`config.mk`:
```
export PLATFORM = sky130hd
export DESIGN_NAME = lcd_hd44780_responder
export DESIGN_NICKNAME = d
export VERILOG_FILES = /design/src/rtl/lcd_hd44780_pkg.sv /design/src/rtl/lcd_ac_step.sv /design/src/rtl/lcd_hd44780_responder.sv
export SDC_FILE = /design/constraint.sdc
export NUM_CORES = 1
export LEC_CHECK = 0
export BUFFER_PORTS_ARGS = -buffer_cell sky130_fd_sc_hd__buf_2
export CORE_MARGIN = 4
export CORE_UTILIZATION = 40
export DETAILED_ROUTE_END_ITERATION = 8
export HOLD_SLACK_MARGIN = 0.1
export PLACE_DENSITY = 0.57
export SLEW_MARGIN = 5
export SYNTH_ARGS = -nofsm -noshare
export SYNTH_HDL_FRONTEND = slang
export SYNTH_SLANG_ARGS = --single-unit
```
`constraint.sdc`:
```
create_clock -name clk -period 6.8 [get_ports clk]
set_input_delay 0.34 -clock clk [delete_from_list [all_inputs] [get_ports clk]]
set_output_delay 0.34 -clock clk [all_outputs]
set_load 0.02 [all_outputs]
```
`src/rtl/lcd_hd44780_pkg.sv`:
```
// Shared HD44780 definitions: opcodes, DDRAM line bases, responder FSM states and
// address helpers. Used by the LCD responder and by the controllers that drive it.
package lcd_hd44780_pkg;

  localparam logic [7:0] CLEAR_DISPLAY = 8'h01;
  localparam logic [7:0] RETURN_HOME   = 8'h02;
  localparam logic [7:0] ENTRY_MODE    = 8'h04;
  localparam logic [7:0] DISP_CTRL     = 8'h08;
  localparam logic [7:0] SHIFT         = 8'h10;
  localparam logic [7:0] FUNC_SET      = 8'h20;
  localparam logic [7:0] SET_CGRAM     = 8'h40;
  localparam logic [7:0] SET_DDRAM     = 8'h80;

  localparam logic [7:0] DDRAM_LINE0_BASE = 8'h80;
  localparam logic [7:0] DDRAM_LINE1_BASE = 8'hC0;

  localparam logic [1:0] ST_IDLE       = 2'd0;
  localparam logic [1:0] ST_EXEC       = 2'd1;
  localparam logic [1:0] ST_CLEAR_FILL = 2'd2;

  localparam int DDRAM_BYTES = 80;
  localparam int LINE_CHARS  = 40;

  // Line 2 (AC[6]=1) starts 40 bytes into the flat DDRAM array.
  function automatic logic [6:0] ddram_index(input logic [6:0] a);
    return a[6] ? (7'd40 + {1'b0, a[5:0]}) : {1'b0, a[5:0]};
  endfunction

  function automatic logic [5:0] shift_step(input logic [5:0] ofs, input logic inc);
    if (inc) return (ofs >= 6'd39) ? 6'd0 : ofs + 6'd1;
    return (ofs == 6'd0) ? 6'd39 : ofs - 6'd1;
  endfunction

endpackage

```
`src/rtl/lcd_ac_step.sv`:
```
// Combinational next address-counter value: one step up or down, honouring the
// CGRAM 6-bit wrap and the one-line / two-line DDRAM wrap points.
module lcd_ac_step (
  input  logic [6:0] ac,
  input  logic       inc,
  input  logic       cg_mode,
  input  logic       two_line,
  output logic [6:0] ac_next
);

  always_comb begin
    ac_next = inc ? ac + 7'd1 : ac - 7'd1;
    if (cg_mode) begin
      ac_next = {1'b0, (inc ? ac[5:0] + 6'd1 : ac[5:0] - 6'd1)};
    end else if (two_line) begin
      if (inc && ac == 7'h27)       ac_next = 7'h40;
      else if (inc && ac == 7'h67)  ac_next = 7'h00;
      else if (!inc && ac == 7'h40) ac_next = 7'h27;
      else if (!inc && ac == 7'h00) ac_next = 7'h67;
    end else begin
      if (inc && ac == 7'h4F)       ac_next = 7'h00;
      else if (!inc && ac == 7'h00) ac_next = 7'h4F;
    end
  end

endmodule

```
`src/rtl/lcd_hd44780_responder.sv`:
```
// HD44780 LCD-side bus responder: instruction decode, DDRAM/CGRAM, AC and busy timing.
// Optional bus read-back (busy flag / AC and memory reads) is enabled by LCD_RESP_READ_EN.
module lcd_hd44780_responder
  import lcd_hd44780_pkg::*;
#(
  parameter int BUSY_CYCLES  = 4,
  parameter int HOME_CYCLES  = 16,
  parameter int CLEAR_CYCLES = 82
) (
  input  logic       clk,
  input  logic       reset,
  input  logic       rs,
  input  logic       rw,
  input  logic       enable,
  input  logic [7:0] data,
  output logic [7:0] data_o,
  output logic       busy,
  output logic [6:0] ac,
  output logic       cg_mode,
  output logic       disp_on,
  output logic       cursor_on,
  output logic       blink_on,
  output logic       two_line,
  output logic       mode_8bit,
  output logic       font_5x10,
  output logic       entry_inc,
  output logic       entry_shift,
  output logic [5:0] shift_ofs,
  output logic       cmd_err,
  input  logic       dbg_sel,
  input  logic [6:0] dbg_addr,
  output logic [7:0] dbg_data
);

  logic [7:0] ddram [0:DDRAM_BYTES-1];
  logic [7:0] cgram [0:63];

  logic [1:0] state_reg;
  logic [7:0] cnt_reg;
  logic [6:0] fill_reg;
  logic       en_q_reg;
  logic [6:0] ac_reg;
  logic       cg_mode_reg, disp_on_reg, cursor_on_reg, blink_on_reg;
  logic       two_line_reg, mode_8bit_reg, font_5x10_reg;
  logic       entry_inc_reg, entry_shift_reg;
  logic [5:0] shift_reg;
  logic       cmd_err_reg;
  logic [7:0] dbg_data_reg;

  logic       strobe, cmd_strobe, accept, data_rd, data_wr, inc_sel;
  logic [6:0] ac_next, dd_idx, dbg_idx;
  logic       dd_ok, dbg_ok;

  assign strobe  = en_q_reg & ~enable;
  assign busy    = (state_reg != ST_IDLE);
  assign dd_idx  = ddram_index(ac_reg);
  assign dd_ok   = (dd_idx < 7'(DDRAM_BYTES));
  assign dbg_idx = ddram_index(dbg_addr);
  assign dbg_ok  = (dbg_idx < 7'(DDRAM_BYTES));

`ifdef LCD_RESP_READ_EN
  logic [7:0] data_o_reg;
  logic [7:0] mem_rd;
  assign data_rd    = rs & rw;
  // Status reads (rs=0, rw=1) are never commands, so they are legal while busy.
  assign cmd_strobe = strobe & (~rw | rs);
  assign mem_rd     = cg_mode_reg ? cgram[ac_reg[5:0]] : (dd_ok ? ddram[dd_idx] : 8'h00);
  assign data_o     = data_o_reg;
`else
  assign data_rd    = 1'b0;
  assign cmd_strobe = strobe & ~rw;
  assign data_o     = 8'h00;
`endif

  assign accept  = cmd_strobe & ~busy;
  assign data_wr = accept & rs & ~rw;
  // Cursor-shift instructions pick direction from R/L; data accesses from I/D.
  assign inc_sel = rs ? entry_inc_reg : data[2];

  lcd_ac_step u_ac_step (
    .ac       (ac_reg),
    .inc      (inc_sel),
    .cg_mode  (cg_mode_reg),
    .two_line (two_line_reg),
    .ac_next  (ac_next)
  );

  always_ff @(posedge clk) begin
    if (!reset) begin
      if (state_reg == ST_CLEAR_FILL && fill_reg < 7'(DDRAM_BYTES))
        ddram[fill_reg] <= 8'h20;
      else if (data_wr && !cg_mode_reg && dd_ok)
        ddram[dd_idx] <= data;
      if (data_wr && cg_mode_reg)
        cgram[ac_reg[5:0]] <= data;
    end
    dbg_data_reg <= dbg_sel ? cgram[dbg_addr[5:0]] : (dbg_ok ? ddram[dbg_idx] : 8'h00);
  end

  always_ff @(posedge clk) begin
    if (reset) begin
      state_reg       <= ST_IDLE;
      cnt_reg         <= 8'd0;
      fill_reg        <= 7'd0;
      en_q_reg        <= 1'b0;
      ac_reg          <= 7'd0;
      cg_mode_reg     <= 1'b0;
      disp_on_reg     <= 1'b0;
      cursor_on_reg   <= 1'b0;
      blink_on_reg    <= 1'b0;
      two_line_reg    <= 1'b0;
      mode_8bit_reg   <= 1'b1;
      font_5x10_reg   <= 1'b0;
      entry_inc_reg   <= 1'b1;
      entry_shift_reg <= 1'b0;
      shift_reg       <= 6'd0;
      cmd_err_reg     <= 1'b0;
`ifdef LCD_RESP_READ_EN
      data_o_reg      <= 8'h00;
`endif
    end else begin
      en_q_reg    <= enable;
      cmd_err_reg <= cmd_strobe & busy;
`ifdef LCD_RESP_READ_EN
      if (enable && !rs && rw) data_o_reg <= {busy, ac_reg};
      else if (accept && data_rd) data_o_reg <= mem_rd;
      else data_o_reg <= 8'h00;
`endif
      case (state_reg)
        ST_IDLE: begin
          if (accept) begin
            state_reg <= ST_EXEC;
            cnt_reg   <= 8'(BUSY_CYCLES - 1);
            if (rs) begin
              ac_reg <= ac_next;
              if (entry_shift_reg && !cg_mode_reg)
                shift_reg <= shift_step(shift_reg, entry_inc_reg);
            end else if (data[7]) begin
              if (data[5:0] < 6'(LINE_CHARS)) begin
                ac_reg      <= data[6:0];
                cg_mode_reg <= 1'b0;
              end else begin
                cmd_err_reg <= 1'b1;
              end
            end else if (data[6]) begin
              ac_reg      <= {1'b0, data[5:0]};
              cg_mode_reg <= 1'b1;
            end else if (data[5]) begin
              mode_8bit_reg <= data[4];
              two_line_reg  <= data[3];
              font_5x10_reg <= data[2];
            end else if (data[4]) begin
              if (data[3]) shift_reg <= shift_step(shift_reg, data[2]);
              else         ac_reg    <= ac_next;
            end else if (data[3]) begin
              disp_on_reg   <= data[2];
              cursor_on_reg <= data[1];
              blink_on_reg  <= data[0];
            end else if (data[2]) begin
              entry_inc_reg   <= data[1];
              entry_shift_reg <= data[0];
            end else if (data[1]) begin
              cnt_reg     <= 8'(HOME_CYCLES - 1);
              ac_reg      <= 7'd0;
              shift_reg   <= 6'd0;
              cg_mode_reg <= 1'b0;
            end else if (data[0]) begin
              state_reg     <= ST_CLEAR_FILL;
              cnt_reg       <= 8'(CLEAR_CYCLES - 1);
              fill_reg      <= 7'd0;
              ac_reg        <= 7'd0;
              shift_reg     <= 6'd0;
              entry_inc_reg <= 1'b1;
              cg_mode_reg   <= 1'b0;
            end
          end
        end
        ST_EXEC: begin
          if (cnt_reg == 8'd0) state_reg <= ST_IDLE;
          else                 cnt_reg   <= cnt_reg - 8'd1;
        end
        ST_CLEAR_FILL: begin
          if (fill_reg < 7'(DDRAM_BYTES)) fill_reg <= fill_reg + 7'd1;
          if (cnt_reg == 8'd0) state_reg <= ST_IDLE;
          else                 cnt_reg   <= cnt_reg - 8'd1;
        end
        default: state_reg <= ST_IDLE;
      endcase
    end
  end

  assign ac          = ac_reg;
  assign cg_mode     = cg_mode_reg;
  assign disp_on     = disp_on_reg;
  assign cursor_on   = cursor_on_reg;
  assign blink_on    = blink_on_reg;
  assign two_line    = two_line_reg;
  assign mode_8bit   = mode_8bit_reg;
  assign font_5x10   = font_5x10_reg;
  assign entry_inc   = entry_inc_reg;
  assign entry_shift = entry_shift_reg;
  assign shift_ofs   = shift_reg;
  assign cmd_err     = cmd_err_reg;
  assign dbg_data    = dbg_data_reg;

endmodule
```
# After elaboration in Yosys (flattened, before gate mapping)
# Memories as Yosys holds them, arrays and structs flattened.
# Index checks and enable logic that the tools add are counted.
# W data, S select, Z words.
# word_totals
wordCells	244
register_bits	49
out_inout_bits	40
inputBits	21
ramBits	1152
mem_count	2
# classes
n_eq_ne	36
reduce_logical	35
bitwise	15
add_sub_neg	10
n_lt_le_gt_ge	5
mux	124
# mem_list
memory	words	word_bits	read_ports	rd_clocked_by_memory_dff	wr	line	text
ddram	80	8	1	0	1	lcd_hd44780_responder.sv:35	logic [7:0] ddram [0:DDRAM_BYTES-1];
cgram	64	8	1	0	1	lcd_hd44780_responder.sv:36	logic [7:0] cgram [0:63];
# ops
operator	count
$mux W7	42
$mux W6	18
$mux W1	45
$mux W8	5
$ne A2 B2 Y1 const B	14
$mux W2	11
$eq A7 B7 Y1 const B	3
$lt A7 B7 Y1 const B	3
$reduce_and A10 Y1	2
$reduce_and A9 Y1	2
$pmux W8 S2	1
$add A6 B6 Y7 const A	2
$add A7 B1 Y7 const B	2
$pmux W7 S2	1
$add A6 B1 Y6 const B	2
$ne A3 B1 Y1 const B	4
$reduce_and A12 Y1	1
$sub A6 B1 Y6 const B	2
$logic_and A1 B1 Y1	10
$ne A2 B1 Y1 const B	5
$ne A3 B2 Y1 const B	3
$not A1 Y1	9
$logic_not A8 Y1	1
$ne A4 B2 Y1 const B	2
25 further kinds	35

# Logic depth before layout (Yosys ltp)
# Gate-level depths: netlist (run 1).
# depth
word_depth	17
depth_mapped	12
depth_no_buf	10

# Modules after synthesis
# Synthesis (run 1) repeated with hierarchy kept, for this count alone.
# unflattened
hier_cells	2594
area_unflattened_um2	48445.2
# modules_own_cells
mod	cells_each	seq_area_each_um2	area_per_inst_um2	instances
lcd_hd44780_responder	2536	35574.1	48018.6	1
lcd_ac_step	58	0.0	426.7	1

# Least setup slack after synthesis (run 1)
# OpenSTA, ideal clock, no wires.
# synth_timing
path_kind	register to register
startpoint	register state_reg[0]
endpoint	memory ddram[0][6], data pin
required_ps	6226
n_path_buf	2
arrival_time_ps	3339
period_less_slack_ps	3913
stages_incl_launch_ff	9
path_slack_ps	2887
setup_ps	574
path_cell_list	dfxtp_1 inv_1 ha_1 nand4bb_1 buf_6 a2111oi_4 nand2_2 buf_6 nor2_1
# synth_via
elab_chain_len	13
elab_cells_between_ends	15
cone_classes	eq/ne (1); mux (5); bitwise (4); reduce/logical (5)
# synth_lines
item	line	text
from (decl)	lcd_hd44780_responder.sv:38	logic [1:0] state_reg;
from (signal assigned)	lcd_hd44780_responder.sv:102	state_reg <= ST_IDLE;
from (signal assigned)	lcd_hd44780_responder.sv:132	state_reg <= ST_EXEC;
from (signal assigned)	lcd_hd44780_responder.sv:168	state_reg <= ST_CLEAR_FILL;
$reduce_bool A2 Y1	lcd_hd44780_responder.sv:55	assign busy = (state_reg != ST_IDLE);
$not A1 Y1	lcd_hd44780_responder.sv:75	assign accept = cmd_strobe & ~busy;
$and A1 B1 Y1	lcd_hd44780_responder.sv:75	
$and A1 B1 Y1 (2 in series)	lcd_hd44780_responder.sv:76	assign data_wr = accept & rs & ~rw;
$logic_and A1 B1 Y1 (2 in series)	lcd_hd44780_responder.sv:92	else if (data_wr && !cg_mode_reg && dd_ok)
$mux W1	lcd_hd44780_responder.sv:92	
$mux W1 *	lcd_hd44780_responder.sv:90	if (state_reg == ST_CLEAR_FILL && fill_reg < 7'(DDRAM_BYTES))
$mux W1 *	lcd_hd44780_responder.sv:89	if (!reset) begin
$mux W1 (not written as such) *	lcd_hd44780_responder.sv:93	ddram[dd_idx] <= data;
$reduce_or A8 Y1 (no source line) *	n/a	
$mux W8 (no source line) *	n/a	
to (decl)	lcd_hd44780_responder.sv:35	
# Every way passes the cells marked *; elsewhere a longest branch is shown, timed or not.

# Worst setup path in the final report (run 1)
# layout_timing
startpoint	register state_reg[0]
endpoint	memory ddram[11][2], enable pin
# layout_via
elab_chain_len	13
elab_cells_between_ends	19
cone_classes	eq/ne (1); mux (9); bitwise (4); reduce/logical (5)
# layout_lines
item	line
$reduce_bool A2 Y1	lcd_hd44780_responder.sv:55
$not A1 Y1	lcd_hd44780_responder.sv:75
$and A1 B1 Y1	lcd_hd44780_responder.sv:75
$and A1 B1 Y1 (2 in series)	lcd_hd44780_responder.sv:76
$logic_and A1 B1 Y1 (2 in series)	lcd_hd44780_responder.sv:92
$mux W1	lcd_hd44780_responder.sv:92
$mux W1	lcd_hd44780_responder.sv:90
$mux W1	lcd_hd44780_responder.sv:89
$mux W1 (not written as such)	lcd_hd44780_responder.sv:93
$reduce_or A8 Y1 (no source line)	n/a
$mux W7 (no source line) or $mux W1 (tied branches)	n/a
# Parallel ways exist; a longest one is shown, timed or not.

==> results of run 1 <==
metrics by stage:
stage | hold slack (ns) | instances | cell area (um^2) | setup WS (ns) | total power [mW]
global route | 0.173 | 4318 | 54300 | 1.42 | 16.1
CTS | 0.121 | 4318 | 54300 | 1.83 | 15.7
detailed placement | 0.470 | 4085 | 50100 | 1.86 | 8.88
finish | 0.171 | 4320 | 54300 | 1.85 | 15.6
floorplan | 0.439 | 2522 | 48200 | 2.89 | 8.63
global placement | 0.463 | 4085 | 50100 | 2.03 | 8.87
report_power, final:
part	switching [mW]	leakage (nW)	internal, mW
combinational	0.430	4.14	0.224
sequential	0.0157	12.3	8.05
clock	2.86	2.03	4.04
total	3.31	18.5	12.3
area by class of cell:
| type | count | area share |
|---|---|---|
| Sequential cell | 1201 | 0.655 |
| Multi-Input combinational cell | 1159 | 0.217 |
| Clock buffer | 134 | 0.0576 |
| Tap cell | 1612 | 0.0371 |
| Clock inverter | 95 | 0.0190 |
| Timing Repair Buffer | 92 | 0.0120 |
| Inverter | 25 | 0.00173 |
| Antenna cell | 2 | 0.0000922 |
path summary, 6_finish.rpt:
path	start	endpoint	slack [ns]
worst max-delay path	state_reg[0]	ddram[11][2]	1.85
worst min-delay path	reset	cnt_reg[1]	0.17
worst max register to register	state_reg[0]	ddram[11][2]	1.85
worst min register to register	entry_shift	entry_shift	0.49
layout by cell type (no fill, tap or decap), types with 12 or more instances in the layout:
master | synthesis | final
sky130_fd_sc_hd__edfxtp_1 | 1152 | 1152
sky130_fd_sc_hd__mux4_2 | 286 | 286
sky130_fd_sc_hd__nor2_1 | 214 | 211
sky130_fd_sc_hd__nand2_1 | 132 | 132
sky130_fd_sc_hd__clkbuf_16 | 0 | 122
sky130_fd_sc_hd__dfxtp_1 | 49 | 49
sky130_fd_sc_hd__buf_2 | 38 | 49
sky130_fd_sc_hd__o21ai_0 | 47 | 46
sky130_fd_sc_hd__o22ai_1 | 45 | 45
sky130_fd_sc_hd__a221oi_1 | 38 | 38
sky130_fd_sc_hd__a21oi_1 | 37 | 37
sky130_fd_sc_hd__clkinv_2 | 0 | 37
sky130_fd_sc_hd__mux2i_1 | 37 | 36
sky130_fd_sc_hd__a22o_1 | 32 | 32
sky130_fd_sc_hd__buf_4 | 28 | 32
sky130_fd_sc_hd__inv_1 | 24 | 24
sky130_fd_sc_hd__nand3_1 | 23 | 23
sky130_fd_sc_hd__nor3_1 | 21 | 21
sky130_fd_sc_hd__bufinv_16 | 0 | 19
sky130_fd_sc_hd__clkinv_1 | 0 | 17
sky130_fd_sc_hd__ha_1 | 16 | 16
sky130_fd_sc_hd__nand2b_1 | 16 | 15
sky130_fd_sc_hd__o31ai_1 | 12 | 12
sky130_fd_sc_hd__clkinvlp_4 | 0 | 12
synthesized netlist by cell type (all sizes together), types with 11 or more instances:
cell / instances
edfxtp: 1152
mux4: 286
nor2: 219
nand2: 142
buf: 79
clkbuf: 58
o21ai: 51
dfxtp: 49
o22ai: 45
mux2i: 39
a21oi: 38
a221oi: 38
a22o: 32
nand3: 29
inv: 25
nor3: 22
ha: 16
nand2b: 16
o31ai: 12
a211oi: 11
worst max-delay path: stages, from the launching register on:
cell and delay (ns):
sky130_fd_sc_hd__dfxtp_1 0.31, sky130_fd_sc_hd__inv_1 0.08, sky130_fd_sc_hd__ha_1 0.24, sky130_fd_sc_hd__nand4bb_1 0.40, sky130_fd_sc_hd__a2111oi_4 0.88, sky130_fd_sc_hd__nand2_2 0.39
sky130_fd_sc_hd__mux2i_2 0.99, sky130_fd_sc_hd__nand2_1 0.34, sky130_fd_sc_hd__nor3_1 0.93
logic make-up after synthesis:
| group | count (synthesis) | synth area share |
|---|---|---|
| adders and majority gates | 17 | 0.00457 |
| muxes | 331 | 0.144 |
| buffers and inverters | 162 | 0.0178 |
| AOI/OAI and AO/OA | 290 | 0.0436 |
| xor gates and xnor gates | 17 | 0.00309 |
| other | 1 | 0.0000778 |
| DFF | 1201 | 0.738 |
| and+or+nand+nor | 496 | 0.0486 |
per-layer routing:
layer  wire length (um)  up-vias
met3               8150      149
met1              51900    13000
met2              54600      959
met5                  0        -
met4               2330        0
li1                   -    10500
==> qor_table.md, run 1 <==
| Quantity | Reported | Unit |
|:---|:---|:---|
| Core Rows | 127 | - |
| Path class of the lowest-slack min-delay path | in2reg | - |
| Final wirelength | 117 | mm |
| Path type of the worst setup path | reg2reg | - |
| Post-CTS setup repair buffer count | 0 | - |
| Max IR drop VDD | 0.192 | mV |
| Maximum number of pins on one net before global-route repair | 85 | - |
| Max Cap Viol | 0 | - |
| Register with the most flip-flops | ddram | - |
| Maximum root-to-sink buffer count | 3 | - |
| Most crowded layer after global routing | met2 | - |
| Number of clock sinks | 1201 | - |
| Area growth, synth to finish | 12.7 | % |
| Relative max-transition margin | 0.114 | - |
| Final HPWL DP | 73.2 | mm |
| Core Area | 120000 | um^2 |
| EDFF count, synth | 1152 | - |
| Met2 track utilization from global routing | 0.285 | - |
| GRT Overall Usage | 0.185 | - |
| Transition at the pin with the smallest max-transition slack | 1.32 | ns |
| Clock tree from TritonCTS | done | - |
| Vertical extent of the die | 355 | um |
| Remaining global-route overflow | 0 | - |
| DRC marker count from the first detailed-route iteration | 2460 | - |
| Number of global-route vias before repair | 24600 | - |
| Initial Util | 0.402 | - |
| Via count of the routed design | 24600 | - |
| Number of endpoints failing setup at the final stage | 0 | - |
| Share of final-layout standard cells stronger than drive strength 1 | 0.239 | - |
| Area of the multi-input gates | 11800 | um^2 |
| Cells resized by post-CTS repair | 0 | - |
| Result of the run | completed | - |
| Yosys warning count | 0 | - |
| Die outline width | 355 | um |
| Final core utilization | 0.453 | - |
| Weighted congestion at the end of routability-driven global placement | 0.889 | - |
| Period Utilization, post-route | 0.728 | - |
| Final worst path period need | 4.95 | ns |
| Met3 Usage GRT | 0.0346 | - |
| Mapped Cells | 2515 | - |
| CTS HTree Levels | 3 | - |
| Final sum of negative setup slack | 0 | ns |
| Share of Yosys cell area claimed by the top area cell type | 0.718 | - |
| Endpoint arrival time on the critical path | 5.27 | ns |
| Number of cells traversed by the worst register-to-register path | 8 | - |
| Number of nets in the layout | 2638 | - |
| Post-synth ARST share | 0 | - |
| Required time at the worst-slack endpoint | 7.12 | ns |
| Count of port buffers added during placement | 52 | - |
| Post-detailed-route DRC marker count | 0 | - |
| Final Max Slew Viols | 0 | - |
| IO Count | 61 | - |
| Setup repair after global routing missed its margin | false | - |
| Synthesis-stage register bit count | 1201 | - |
| Number of iterations in the first detailed-routing pass | 6 | - |
| Post-synthesis area per instance | 19.2 | um^2 |
| Commonest register cell after synthesis | sky130_fd_sc_hd__edfxtp_1 | - |
| Final clock skew | 0.0257 | ns |
| Global-route wire length before repair | 173 | mm |
| Die area | 126000 | um^2 |
| Top achievable clock speed | 0.202 | GHz |
| Clock input transition at the sequential cells of the worst setup and hold paths | 0.06 | ns |
| Number of buffers created by CTS | 121 | - |
| Count of filler cells inserted in the layout | 10100 | - |
| Leak pwr | 18.5 | nW |
| Remaining antenna violation count after routing | 0 | - |
| Largest register FFs | 640 | - |
| Post-synth cell types | 96 | - |
| Number of instances on the worst hold path | 2 | - |
| Combined flip-flop and latch cell area | 35600 | um^2 |
| Fraction of met1 tracks used by global routing | 0.277 | - |
| Average wire length per cell after detail routing | 27.1 | um |
| Power per Cell Area | 288 | nW/um^2 |
| Sequential-to-total area share from yosys stat | 0.738 | - |
| Peak fanout along the critical path | 12 | - |
| Initial antenna violation count | 3 | - |
| Post-Syn Area | 48200 | um^2 |
| Hold Buf Count CTS | 4 | - |
| Top cells by area in the synthesized netlist | sky130_fd_sc_hd__edfxtp_1 72%, sky130_fd_sc_hd__mux4_2 13%, sky130_fd_sc_hd__dfxtp_1 2.0% | - |
| Vias per std cell | 5.70 | - |
| Hold Vio Cnt, Final | 0 | - |
| Clk_lat worst skew | 0.72 | ns |
| Endpoint class of the critical path | flip-flop | - |
| Root buffer selected by CTS | sky130_fd_sc_hd__clkbuf_16 | - |
| Crit start category | flip-flop | - |
| Cell taking the most area after synthesis | sky130_fd_sc_hd__edfxtp_1 | - |
Power figures use the tool's default switching activity.
==> run 2: changes to the inputs <==
--- a/config.mk
+++ b/config.mk
@@ -5,6 +5,7 @@
 export SDC_FILE = /design/constraint.sdc
 export NUM_CORES = 1
 export LEC_CHECK = 0
+export ABC_AREA = 1
 export BUFFER_PORTS_ARGS = -buffer_cell sky130_fd_sc_hd__buf_2
 export CORE_MARGIN = 4
 export CORE_UTILIZATION = 40
==> constraint.sdc (replaced) <==
create_clock -name clk -period 5 [get_ports clk]
set_input_delay 0.25 -clock clk [delete_from_list [all_inputs] [get_ports clk]]
set_output_delay 0.25 -clock clk [all_outputs]
set_load 0.02 [all_outputs]
==> qor_table.md, run 2 <==
| Quantity | Reported | Unit | vs previous |
|:---|:---|:---|:---|
| Yosys warning count | 0 | - | unchanged |
| Required time at the worst-slack endpoint | 5.38 | ns | was 7.12 ns |
| Path class of the lowest-slack min-delay path | in2reg | - | unchanged |
| Leak pwr | 20.9 | nW | was 18.5 nW |
| Post-CTS setup repair buffer count | 0 | - | unchanged |
| Reg-to-reg slack, setup | 1.26 | ns | was 1.85 ns |
| Startpoint of the most critical register-to-register path | ac[4] | - | was state_reg[0] |
| Number of cells traversed by the worst register-to-register path | 8 | - | unchanged |
| Vias per std cell | 5.36 | - | was 5.70 |
| Remaining antenna violation count after routing | 0 | - | unchanged |
| Share of Yosys cell area claimed by the top area cell type | 0.681 | - | was 0.718 |
| Top cell types by occurrence after synthesis | 1501 x sky130_fd_sc_hd__nand2_1, 1152 x sky130_fd_sc_hd__edfxtp_1, 896 x sky130_fd_sc_hd__nand3_1 | - | was 1152 x sky130_fd_sc_hd__edfxtp_1, 286 x sky130_fd_sc_hd__mux4_2, 214 x sky130_fd_sc_hd__nor2_1 |
| Die outline width | 364 | um | was 355 um |
| Hold Vio Cnt, Final | 0 | - | unchanged |
| Transition at the pin with the smallest max-transition slack | 1.19 | ns | was 1.32 ns |
| Vertical extent of the die | 364 | um | was 355 um |
| Peak fanout along the critical path | 16 | - | was 12 |
| Worst hold slack | 0.177 | ns | was 0.171 ns |
| Max Cap Viol | 0 | - | unchanged |
| Final clock skew | 0.0308 | ns | was 0.0257 ns |
| Setup repair after global routing missed its margin | false | - | unchanged |
| Relative max-transition margin | 0.202 | - | was 0.114 |
| Endpoint class of the critical path | flip-flop | - | unchanged |
| Number of nets in the layout | 4683 | - | was 2638 |
| R2R Path End | ddram[77][3] | - | was ddram[11][2] |
| Synthesis-stage register bit count | 1201 | - | unchanged |
| Global-route wire length before repair | 213 | mm | was 173 mm |
| GRT Overall Usage | 0.215 | - | was 0.185 |
| Result of the run | completed | - | unchanged |
| Post-detailed-route DRC marker count | 0 | - | unchanged |
| Total power | 21.8 | mW | was 15.6 mW |
| Clock tree from TritonCTS | done | - | unchanged |
| Sink of the worst hold path | dbg_data[3] | - | was cnt_reg[1] |
| Top cells by area in the synthesized netlist | sky130_fd_sc_hd__edfxtp_1 68%, sky130_fd_sc_hd__nand2_1 11%, sky130_fd_sc_hd__nand3_1 8.8% | - | was sky130_fd_sc_hd__edfxtp_1 72%, sky130_fd_sc_hd__mux4_2 13%, sky130_fd_sc_hd__dfxtp_1 2.0% |
| DRC marker count from the first detailed-route iteration | 3178 | - | was 2460 |
| Number of clock sinks | 1201 | - | unchanged |
| Area growth, synth to finish | 12.3 | % | was 12.7% |
| Number of global-route vias before repair | 33900 | - | was 24600 |
| Sequential-to-total area share from yosys stat | 0.700 | - | was 0.738 |
| Register with the most flip-flops | ddram | - | unchanged |
| Path type of the worst setup path | reg2reg | - | unchanged |
| Period Utilization, post-route | 0.748 | - | was 0.728 |
| Endpoint arrival time on the critical path | 4.12 | ns | was 5.27 ns |
| Commonest register cell after synthesis | sky130_fd_sc_hd__edfxtp_1 | - | unchanged |
| IO Count | 61 | - | unchanged |
| Top achievable clock speed | 0.267 | GHz | was 0.202 GHz |
| Number of iterations in the first detailed-routing pass | 6 | - | unchanged |
| Post-synth cell types | 51 | - | was 96 |
| Final wirelength | 143 | mm | was 117 mm |
| Mapped Cells | 4633 | - | was 2515 |
| Number of instances on the worst hold path | 5 | - | was 2 |
| Power per Cell Area | 381 | nW/um^2 | was 288 nW/um^2 |
| Core Area | 126000 | um^2 | was 120000 um^2 |
| Final sum of negative setup slack | 0 | ns | unchanged |
| Remaining global-route overflow | 0 | - | unchanged |
| Leading cell types in the layout, fill and taps excluded | 1499 x sky130_fd_sc_hd__nand2_1, 1152 x sky130_fd_sc_hd__edfxtp_1, 896 x sky130_fd_sc_hd__nand3_1 | - | was 1152 x sky130_fd_sc_hd__edfxtp_1, 286 x sky130_fd_sc_hd__mux4_2, 211 x sky130_fd_sc_hd__nor2_1 |
| Post-synth ARST share | 0 | - | unchanged |
| Via count of the routed design | 34300 | - | was 24600 |
| Most common cell after layout, fill and taps aside | sky130_fd_sc_hd__nand2_1 | - | was sky130_fd_sc_hd__edfxtp_1 |
| Count of port buffers added during placement | 52 | - | unchanged |
| Cell with the most instances after synthesis | sky130_fd_sc_hd__nand2_1 | - | was sky130_fd_sc_hd__edfxtp_1 |
| Launch instance of the worst min-delay path | dbg_addr[5] | - | was reset |
| Maximum number of pins on one net before global-route repair | 156 | - | was 85 |
| Slowest cell delay on critical path | 0.76 | ns | was 0.99 ns |
| Sequence of cells on the critical path | ha_1 -> nand2_1 -> o21ai_2 -> a21oi_2 -> o21ai_4 -> o21ai_2 -> nand4_2 -> nor2_1 | - | was inv_1 -> ha_1 -> nand4bb_1 -> a2111oi_4 -> nand2_2 -> mux2i_2 -> nand2_1 -> nor3_1 |
| Clk_lat worst skew | 0.76 | ns | was 0.72 ns |
| Post-synthesis area per instance | 11.0 | um^2 | was 19.2 um^2 |
| Clock input transition at the sequential cells of the worst setup and hold paths | 0.06 | ns | about the same |
| Post-Syn Area | 50800 | um^2 | was 48200 um^2 |
| Die area | 133000 | um^2 | was 126000 um^2 |
| Number of buffers created by CTS | 132 | - | was 121 |
| Number of endpoints failing setup at the final stage | 0 | - | unchanged |
| Initial Util | 0.404 | - | was 0.402 |
| Max IR drop VDD | 0.348 | mV | was 0.192 mV |
| EDFF count, synth | 1152 | - | unchanged |
| Cell taking the most area after synthesis | sky130_fd_sc_hd__edfxtp_1 | - | unchanged |
| Initial antenna violation count | 3 | - | unchanged |
| CTS HTree Levels | 4 | - | was 3 |
| Average wire length per cell after detail routing | 22.3 | um | was 27.1 um |
| Core Rows | 130 | - | was 127 |
| Weighted congestion at the end of routability-driven global placement | 0.861 | - | was 0.889 |
| Largest register FFs | 640 | - | unchanged |
| Crit start category | flip-flop | - | unchanged |
| Final Max Slew Viols | 0 | - | unchanged |
| Critical path's slowest cell | sky130_fd_sc_hd__nor2_1 | - | was sky130_fd_sc_hd__mux2i_2 |
| Final HPWL DP | 85.7 | mm | was 73.2 mm |
| Share of final-layout standard cells stronger than drive strength 1 | 0.0788 | - | was 0.239 |
| Final worst path period need | 3.74 | ns | was 4.95 ns |
| Library cell appearing most often on the critical path | sky130_fd_sc_hd__o21ai_2 | - |  |
| Root buffer selected by CTS | sky130_fd_sc_hd__clkbuf_16 | - | unchanged |
| Maximum root-to-sink buffer count | 3 | - | unchanged |
==> run 2: where the power goes <==
part | leakage (nW) | total [mW] | switching (mW) | internal [mW]
logic | 7.91 | 1.48 | 1.09 | 0.384
registers | 11.0 | 11.0 | 0.0346 | 11.0
clock network | 1.99 | 9.29 | 3.96 | 5.33
==> run 2: kinds of logic (layout without fill, tap and decap cells) <==
group	after synthesis	in the layout	share of synthesized area
DFF	1201	1201	0.700
xor gates and xnor gates	12	12	0.00207
other	1	10	0.0000738
buffers and inverters	404	510	0.0332
adders and majority gates	17	17	0.00433
AOI/OAI and AO/OA	215	215	0.0253
and+or+nand+nor	2783	2783	0.235
==> run 2: routing by layer <==
metal  vias to the layer above  routed length (um)  GRT usage
li1                      16100                   -          -
met1                     16700               60700      0.289
met2                      1214               67600      0.351
met3                       278                9720     0.0398
met4                         2                4590     0.0740
met5                         -                   9          0
==> run 2: area by class of cell <==
type / count / area (um^2)
fill: 11800 / 68800
sequential: 1201 / 35600
multi-input combinational: 3035 / 13600
clock buffer: 173 / 3550
tap: 1650 / 2060
timing repair buffer: 135 / 1190
inverter: 140 / 548
clock inverter: 62 / 513
antenna: 2 / 5.00
==> run 2: per-stage QoR <==
stage,utilization,instances,setup slack [ns],area [um^2]
2_1_floorplan,-,4640,1.07,50800
3_3_place_gp,0.420,6143,1.33,52800
3_5_place_dp,0.420,6143,1.25,52800
4_1_cts,0.453,6396,1.25,57100
5_1_grt,0.453,6396,1.09,57100
6_report,0.453,6398,1.26,57100
==> run 2: worst max-delay path, delay by kind of cell, from the launching register on <==
kind,cells,cell delay [ns]
AOI/OAI and AO/OA,4,0.95
adders and majority gates,1,0.32
and+or+nand+nor,3,1.49
DFF,1,0.60
==> run 2: timing repair <==
item	4_1_cts	5_1_grt
hold buffers	18	0
gates resized for setup	0	0
endpoints found under the hold margin	54	0
==> run 2: worst max path at each step <==
stage	startpoint	endpoint	slack [ns]	cells past startpoint
2_1_floorplan	ac[4]	ddram[0][0]	1.07	7
6_report	ac[4]	ddram[77][3]	1.26	8
4_1_cts	ac[4]	ddram[77][3]	1.25	8
3_5_place_dp	ac[4]	ddram[77][3]	1.25	8
3_3_place_gp	ac[4]	ddram[77][0]	1.33	8
5_1_grt	ac[4]	ddram[77][3]	1.09	8
